[src/rtl/rr_arbiter_if.sv]
// -----------------------------------------------------------------------------
// rr_arbiter_if
// Bundle of request/grant signals between a set of requesters and the
// round-robin arbiter.
//   req      : per-requester request level, held until served
//   done     : one-cycle release pulse from the current owner
//   grant    : one-hot grant (registered in the arbiter)
//   grant_id : binary index of the granted requester
//   busy     : a grant is currently held
//   timeout  : one-cycle pulse after a grant was revoked by the hold limit
// Modports: master = requester side, slave = arbiter side.
// -----------------------------------------------------------------------------
interface rr_arbiter_if #(
  parameter int WIDTH = 8,
  parameter int IDW   = (WIDTH > 1) ? $clog2(WIDTH) : 1
);
  logic [WIDTH-1:0] req;
  logic             done;
  logic [WIDTH-1:0] grant;
  logic [IDW-1:0]   grant_id;
  logic             busy;
  logic             timeout;

  modport master (output req, done, input grant, grant_id, busy, timeout);
  modport slave  (input req, done, output grant, grant_id, busy, timeout);
endinterface

[src/rtl/rr_arbiter.sv]
// -----------------------------------------------------------------------------
// rr_arbiter
// Round-robin arbiter with a bounded hold time. A two-state FSM (IDLE/GRANT)
// issues one registered one-hot grant at a time. Priority rotates downward:
// the winner is the highest requesting index below the previous winner,
// wrapping to the highest requesting index overall. A grant ends on done,
// on the owner dropping its request, or after MAX_HOLD cycles; at least one
// IDLE cycle separates consecutive grants.
// Ports:
//   clk : clock, rising edge
//   rst : asynchronous active-high reset
//   bus : rr_arbiter_if.slave (req/done in, grant/grant_id/busy/timeout out)
// -----------------------------------------------------------------------------
module rr_arbiter #(
  parameter int WIDTH    = 8,
  parameter int MAX_HOLD = 16
) (
  input  logic         clk,
  input  logic         rst,
  rr_arbiter_if.slave  bus
);

  localparam int IDW = (WIDTH > 1) ? $clog2(WIDTH) : 1;
  localparam int CW  = $clog2(MAX_HOLD);

  typedef enum logic {IDLE, GRANT} state_t;

  state_t           state_q, state_d;
  logic [WIDTH-1:0] grant_q, grant_d;
  logic [IDW-1:0]   id_q, id_d;
  logic [IDW-1:0]   last_q, last_d;
  logic [CW-1:0]    cnt_q, cnt_d;
  logic             timeout_q, timeout_d;

  // Winner search: two priority encoders over req, one restricted to indices
  // below last_q and one unrestricted for the wrap-around case.
  logic [IDW-1:0] lo_id, hi_id, pick;
  logic           lo_found;

  always_comb begin
    lo_id    = '0;
    hi_id    = '0;
    lo_found = 1'b0;
    // Ascending scan: the last hit is the highest set index.
    for (int i = 0; i < WIDTH; i++) begin
      if (bus.req[i]) begin
        hi_id = IDW'(i);
        if (i < int'(last_q)) begin
          lo_id    = IDW'(i);
          lo_found = 1'b1;
        end
      end
    end
    pick = lo_found ? lo_id : hi_id;
  end

  // Release terms, evaluated only while in GRANT.
  logic at_limit, owner_done, owner_drop;
  assign at_limit   = (cnt_q == CW'(MAX_HOLD - 1));
  assign owner_done = bus.done;
  assign owner_drop = !bus.req[id_q];

  // NOTE: every signal written here gets a default first, so no path through
  // the case leaves a value unassigned and no latch is inferred.
  always_comb begin
    state_d   = state_q;
    grant_d   = grant_q;
    id_d      = id_q;
    last_d    = last_q;
    cnt_d     = cnt_q;
    timeout_d = 1'b0;
    unique case (state_q)
      IDLE: begin
        cnt_d = '0;
        if (|bus.req) begin
          state_d       = GRANT;
          grant_d       = '0;
          grant_d[pick] = 1'b1;
          id_d          = pick;
          last_d        = pick;
        end
      end
      GRANT: begin
        cnt_d = cnt_q + 1'b1;
        if (owner_done || owner_drop || at_limit) begin
          state_d   = IDLE;
          grant_d   = '0;
          cnt_d     = '0;
          // Only a pure hold-limit revocation is reported.
          timeout_d = at_limit && !owner_done && !owner_drop;
        end
      end
      default: state_d = IDLE;
    endcase
  end

  // NOTE: the reset is in the sensitivity list, so the outputs clear as soon
  // as rst rises, without waiting for a clock edge.
  always_ff @(posedge clk or posedge rst) begin
    if (rst) begin
      state_q   <= IDLE;
      grant_q   <= '0;
      id_q      <= '0;
      last_q    <= '0;
      cnt_q     <= '0;
      timeout_q <= 1'b0;
    end else begin
      // NOTE: non-blocking assignments so every register samples the
      // pre-edge values computed by the combinational block.
      state_q   <= state_d;
      grant_q   <= grant_d;
      id_q      <= id_d;
      last_q    <= last_d;
      cnt_q     <= cnt_d;
      timeout_q <= timeout_d;
    end
  end

  assign bus.grant    = grant_q;
  assign bus.grant_id = id_q;
  assign bus.busy     = (state_q == GRANT);
  assign bus.timeout  = timeout_q;

endmodule

[src/flat_wrapper.sv]
// flat-port wrapper written by rule: the top's interface ports become plain ports
module rr_arbiter_flat 
#(
  parameter int WIDTH    = 8,
  parameter int MAX_HOLD = 16
)
  (clk, rst, bus_req, bus_done, bus_grant, bus_grant_id, bus_busy, bus_timeout);
  rr_arbiter_if #(.WIDTH(WIDTH)) bus_i ();
  input  logic clk;
  input  logic rst;
  input wire logic [$bits(bus_i.req)-1:0] bus_req;
  input wire logic [$bits(bus_i.done)-1:0] bus_done;
  output wire logic [$bits(bus_i.grant)-1:0] bus_grant;
  output wire logic [$bits(bus_i.grant_id)-1:0] bus_grant_id;
  output wire logic [$bits(bus_i.busy)-1:0] bus_busy;
  output wire logic [$bits(bus_i.timeout)-1:0] bus_timeout;
  assign bus_i.req = bus_req;
  assign bus_i.done = bus_done;
  assign bus_grant = bus_i.grant;
  assign bus_grant_id = bus_i.grant_id;
  assign bus_busy = bus_i.busy;
  assign bus_timeout = bus_i.timeout;
  rr_arbiter #(.WIDTH(WIDTH), .MAX_HOLD(MAX_HOLD)) u_core (.clk(clk), .rst(rst), .bus(bus_i));
endmodule
[config.mk]
export PLATFORM = sky130hd
export DESIGN_NAME = rr_arbiter_flat
export DESIGN_NICKNAME = d
export VERILOG_FILES = /design/src/rtl/rr_arbiter_if.sv /design/src/rtl/rr_arbiter.sv /design/src/flat_wrapper.sv
export SDC_FILE = /design/constraint.sdc
export NUM_CORES = 1
export LEC_CHECK = 0
export ABC_AREA = 1
export BUFFER_PORTS_ARGS = -buffer_cell sky130_fd_sc_hd__buf_2
export CAP_MARGIN = 40
export CORE_UTILIZATION = 56
export CTS_CLUSTER_SIZE = 25
export DETAILED_ROUTE_END_ITERATION = 8
export PLACE_DENSITY = 0.83
export SLEW_MARGIN = 0
export SYNTH_ARGS = -nofsm -noshare
export SYNTH_HDL_FRONTEND = slang
export SYNTH_SLANG_ARGS = --single-unit
[constraint.sdc]
create_clock -name clk -period 3 [get_ports clk]
set_input_delay 0.6 -clock clk [delete_from_list [all_inputs] [get_ports clk]]
set_output_delay 0.6 -clock clk [all_outputs]
set_load 0.05 [all_outputs]
==> summary.md <==
| Metric | Value |
|---|---|
| Outcome | finished clean |
| TritonCTS Buffers | 3 |
| First-pass GRT wire length | 3640 microns |
| Fmax | 555 MHz |
| Final worst-path setup slack | 1200 ps |
| WL per Instance | 10.9 microns |
| Max_cap viols | 0 |
| Largest family of logic cells by synthesized area | simple AND/OR/NAND/NOR gates |
| Post-cts repair resize count | 0 |
| Worst-Skew Late Latency | 290 ps |
| Pin count of the biggest net entering global routing | 18 |
| Drt drc | 0 |
| RSZ-0062 raised after global routing | no |
| Commonest non-fill, non-tap cell in the layout | nand2_1 |
| Slew headroom | 59.8% |
| Overall power | 1.33 mW |
| Final min period | 1800 ps |
| Setup-failing EPs final | 0 |
| Most frequent cells in the layout | nand2_1, buf_2, inv_1 |
| DR pass1 iterations | 4 |
| DP Wirelength | 1700 microns |
| Post-synthesis compound-gate area fraction | 6.63% |
| Synth Area in Adders | 1.21% |
| Number of synthesized flops with an enable pin | 0 |
| Register area share after synthesis | 41.0% |
| Vias in the first global route | 871 |
| Vias | 1030 |
| Die area | 0.00203 sq mm |
| Maximum vdd drop | 0.669 mV |
| Crit path cell chain | buf_2 |
| Clock buffer depth | 2 |
| Arrival time at the worst endpoint | 1200 ps |
| DRT Wirelength | 2190 microns |
| CP max stage delay | 570 ps |
| Final instance area | 0.00120 sq mm |
| CP startpoint kind | flop |
| Clk pin slew, worst setup/hold paths | 100 ps |
| Gr ovfl total | 0 |
| Final cycle utilization of the critical path | 60.1% |
| Hold-fix buffers, CTS | 0 |
| Post-synthesis xor/xnor area fraction | 1.69% |
| Setup Skew | 10.7 ps |
| Post-CTS Setup Repair Bufs | 0 |
| Die X | 45.0 microns |
| Top Family by Delay on Critical Path | flip-flops |
| Slowest-stage cell, CP | dfrtp_1 |
| Mapped Area | 0.00104 sq mm |
| Worst-Margin Slew | 603 ps |
| Main synth FF type | dfrtp_1 |
| N_diodes | 0 |
| Post-Synth Simple-Gate Area | 41.1% |
| Final Hold Fails | 0 |
| Die Ht | 45.0 microns |
| Yosys cell types | 24 |
| Leak Pwr | 0.705 nW |
| Root buf cell | clkbuf_4 |
| Mux share of post-synthesis cell area | 0% |
| Syn_area_per_cell | 6.96 sq um |
| Area growth from synthesis to layout | 15.6% |
| GR Util All Layers | 24.8% |
| Post-synth ARST share | 100% |
| Crit path capture type | output port |
| Initial Util | 60.1% |
| Pwr Density | 1110 mW/mm^2 |
| Clock Sinks | 17 |
| Final antenna-violating net count | 0 |
| # rows | 15 |
| Setup TNS | 0 ps |
| DR iter-0 viols | 52 |
| Post-Syn Instances | 149 |
| Yosys Warn Count | 0 |
| Bufs and invs on worst path | 1 |
| Final Max Slew Viols | 0 |
| Initial antenna violation count | 0 |
| Total core area | 0.00173 sq mm |
| Port Buffers | 23 |
| WHS | 356 ps |
| #FFs+latches synth | 17 |
| Io pins | 24 |
| Fin nets | 188 |
| GPL Wtd Cong | 0.892 |
| Dpl cell area | 0.00117 sq mm |
| Syn nets | 161 |
| Required time worst endpoint | 2400 ps |
| Worst hold-check path type | input pin to asynchronous set/reset pin |
| Drt via density | 5.15 |
| Place WS | 1080 ps |
| H-tree Lvls | 1 |
| Share of layout cells above drive strength 1 | 20.0% |
| TritonCTS clock tree | done |
| Critical-path maximum fanout | 12 |
| Setup CP Type | flop to output port |
[worst paths after layout]
kind,startpoint,end,slack (ps),cells past startpoint
min in group clk,u_core.cnt_q[0],u_core.cnt_q[0],470,1
max in group asynchronous,rst,u_core.bus.grant_id[1],2240,2
worst max-delay path,u_core.bus.grant_id[0],bus_grant_id[0],1200,1
worst max register to register,u_core.bus.grant_id[0],u_core.bus.grant[5],1230,8
worst min-delay path,rst,u_core.bus.grant[4],360,2
worst min register to register,u_core.cnt_q[0],u_core.cnt_q[0],470,1
[registers in the layout, summed over array words and instances, names as in the netlist]
signal,flops
u_core.bus.grant,8
u_core.cnt_q,4
u_core.bus.grant_id,3
u_core.bus.busy,1
u_core.bus.timeout,1
[cells by family after synthesis]
| kind of cell | count (synthesis) |
|---|---|
| fa+ha+maj | 1 |
| compound gates | 12 |
| buf+inv | 21 |
| xor+xnor | 2 |
| simple gates | 96 |
| flops | 17 |
[stage by stage]
stage | std cells | utilization [%]
5_1_grt | 200 | 69.4
2_1_floorplan | 149 | -
6_report | 200 | 69.4
3_3_place_gp | 196 | 67.9
3_5_place_dp | 196 | 67.9
4_1_cts | 200 | 69.4
[synthesized netlist by cell type (2+ instances only)]
| master | n | share of area [%] |
|---|---|---|
| o21ai_0 | 6 | 2.9 |
| nand4_1 | 3 | 1.8 |
| o211ai_1 | 2 | 1.4 |
| inv_1 | 19 | 6.9 |
| nand3b_1 | 2 | 1.4 |
| nand2_2 | 3 | 1.8 |
| nand2_1 | 58 | 21 |
| o21ai_1 | 2 | 0.97 |
| nor2_1 | 16 | 5.8 |
| dfrtp_1 | 17 | 41 |
| nand3_1 | 8 | 3.9 |
[power by group]
part	switching, mW	internal (mW)	leakage [nW]
sequential	0.0859	0.308	0.228
combinational	0.617	0.201	0.462
clock	0.0698	0.0517	0.0150
[cell type report]
class | count | area, sq um
flip-flops and latches | 17 | 425
well taps | 25 | 31.3
inverters | 20 | 75.1
repair buffers | 23 | 115
multi-input cells | 111 | 526
clock buffers | 4 | 26.3
fillers | 164 | 528
[layer usage]
layer | up-vias | track usage, % | wire length [microns]
met5 | - | 0 | 0
li1 | 517 | - | -
met3 | 2 | 7.20 | 168
met2 | 39 | 37.1 | 973
met4 | 0 | 3.64 | 5
met1 | 472 | 36.3 | 1040
No activity file was read; power rests on OpenSTA's default activity.
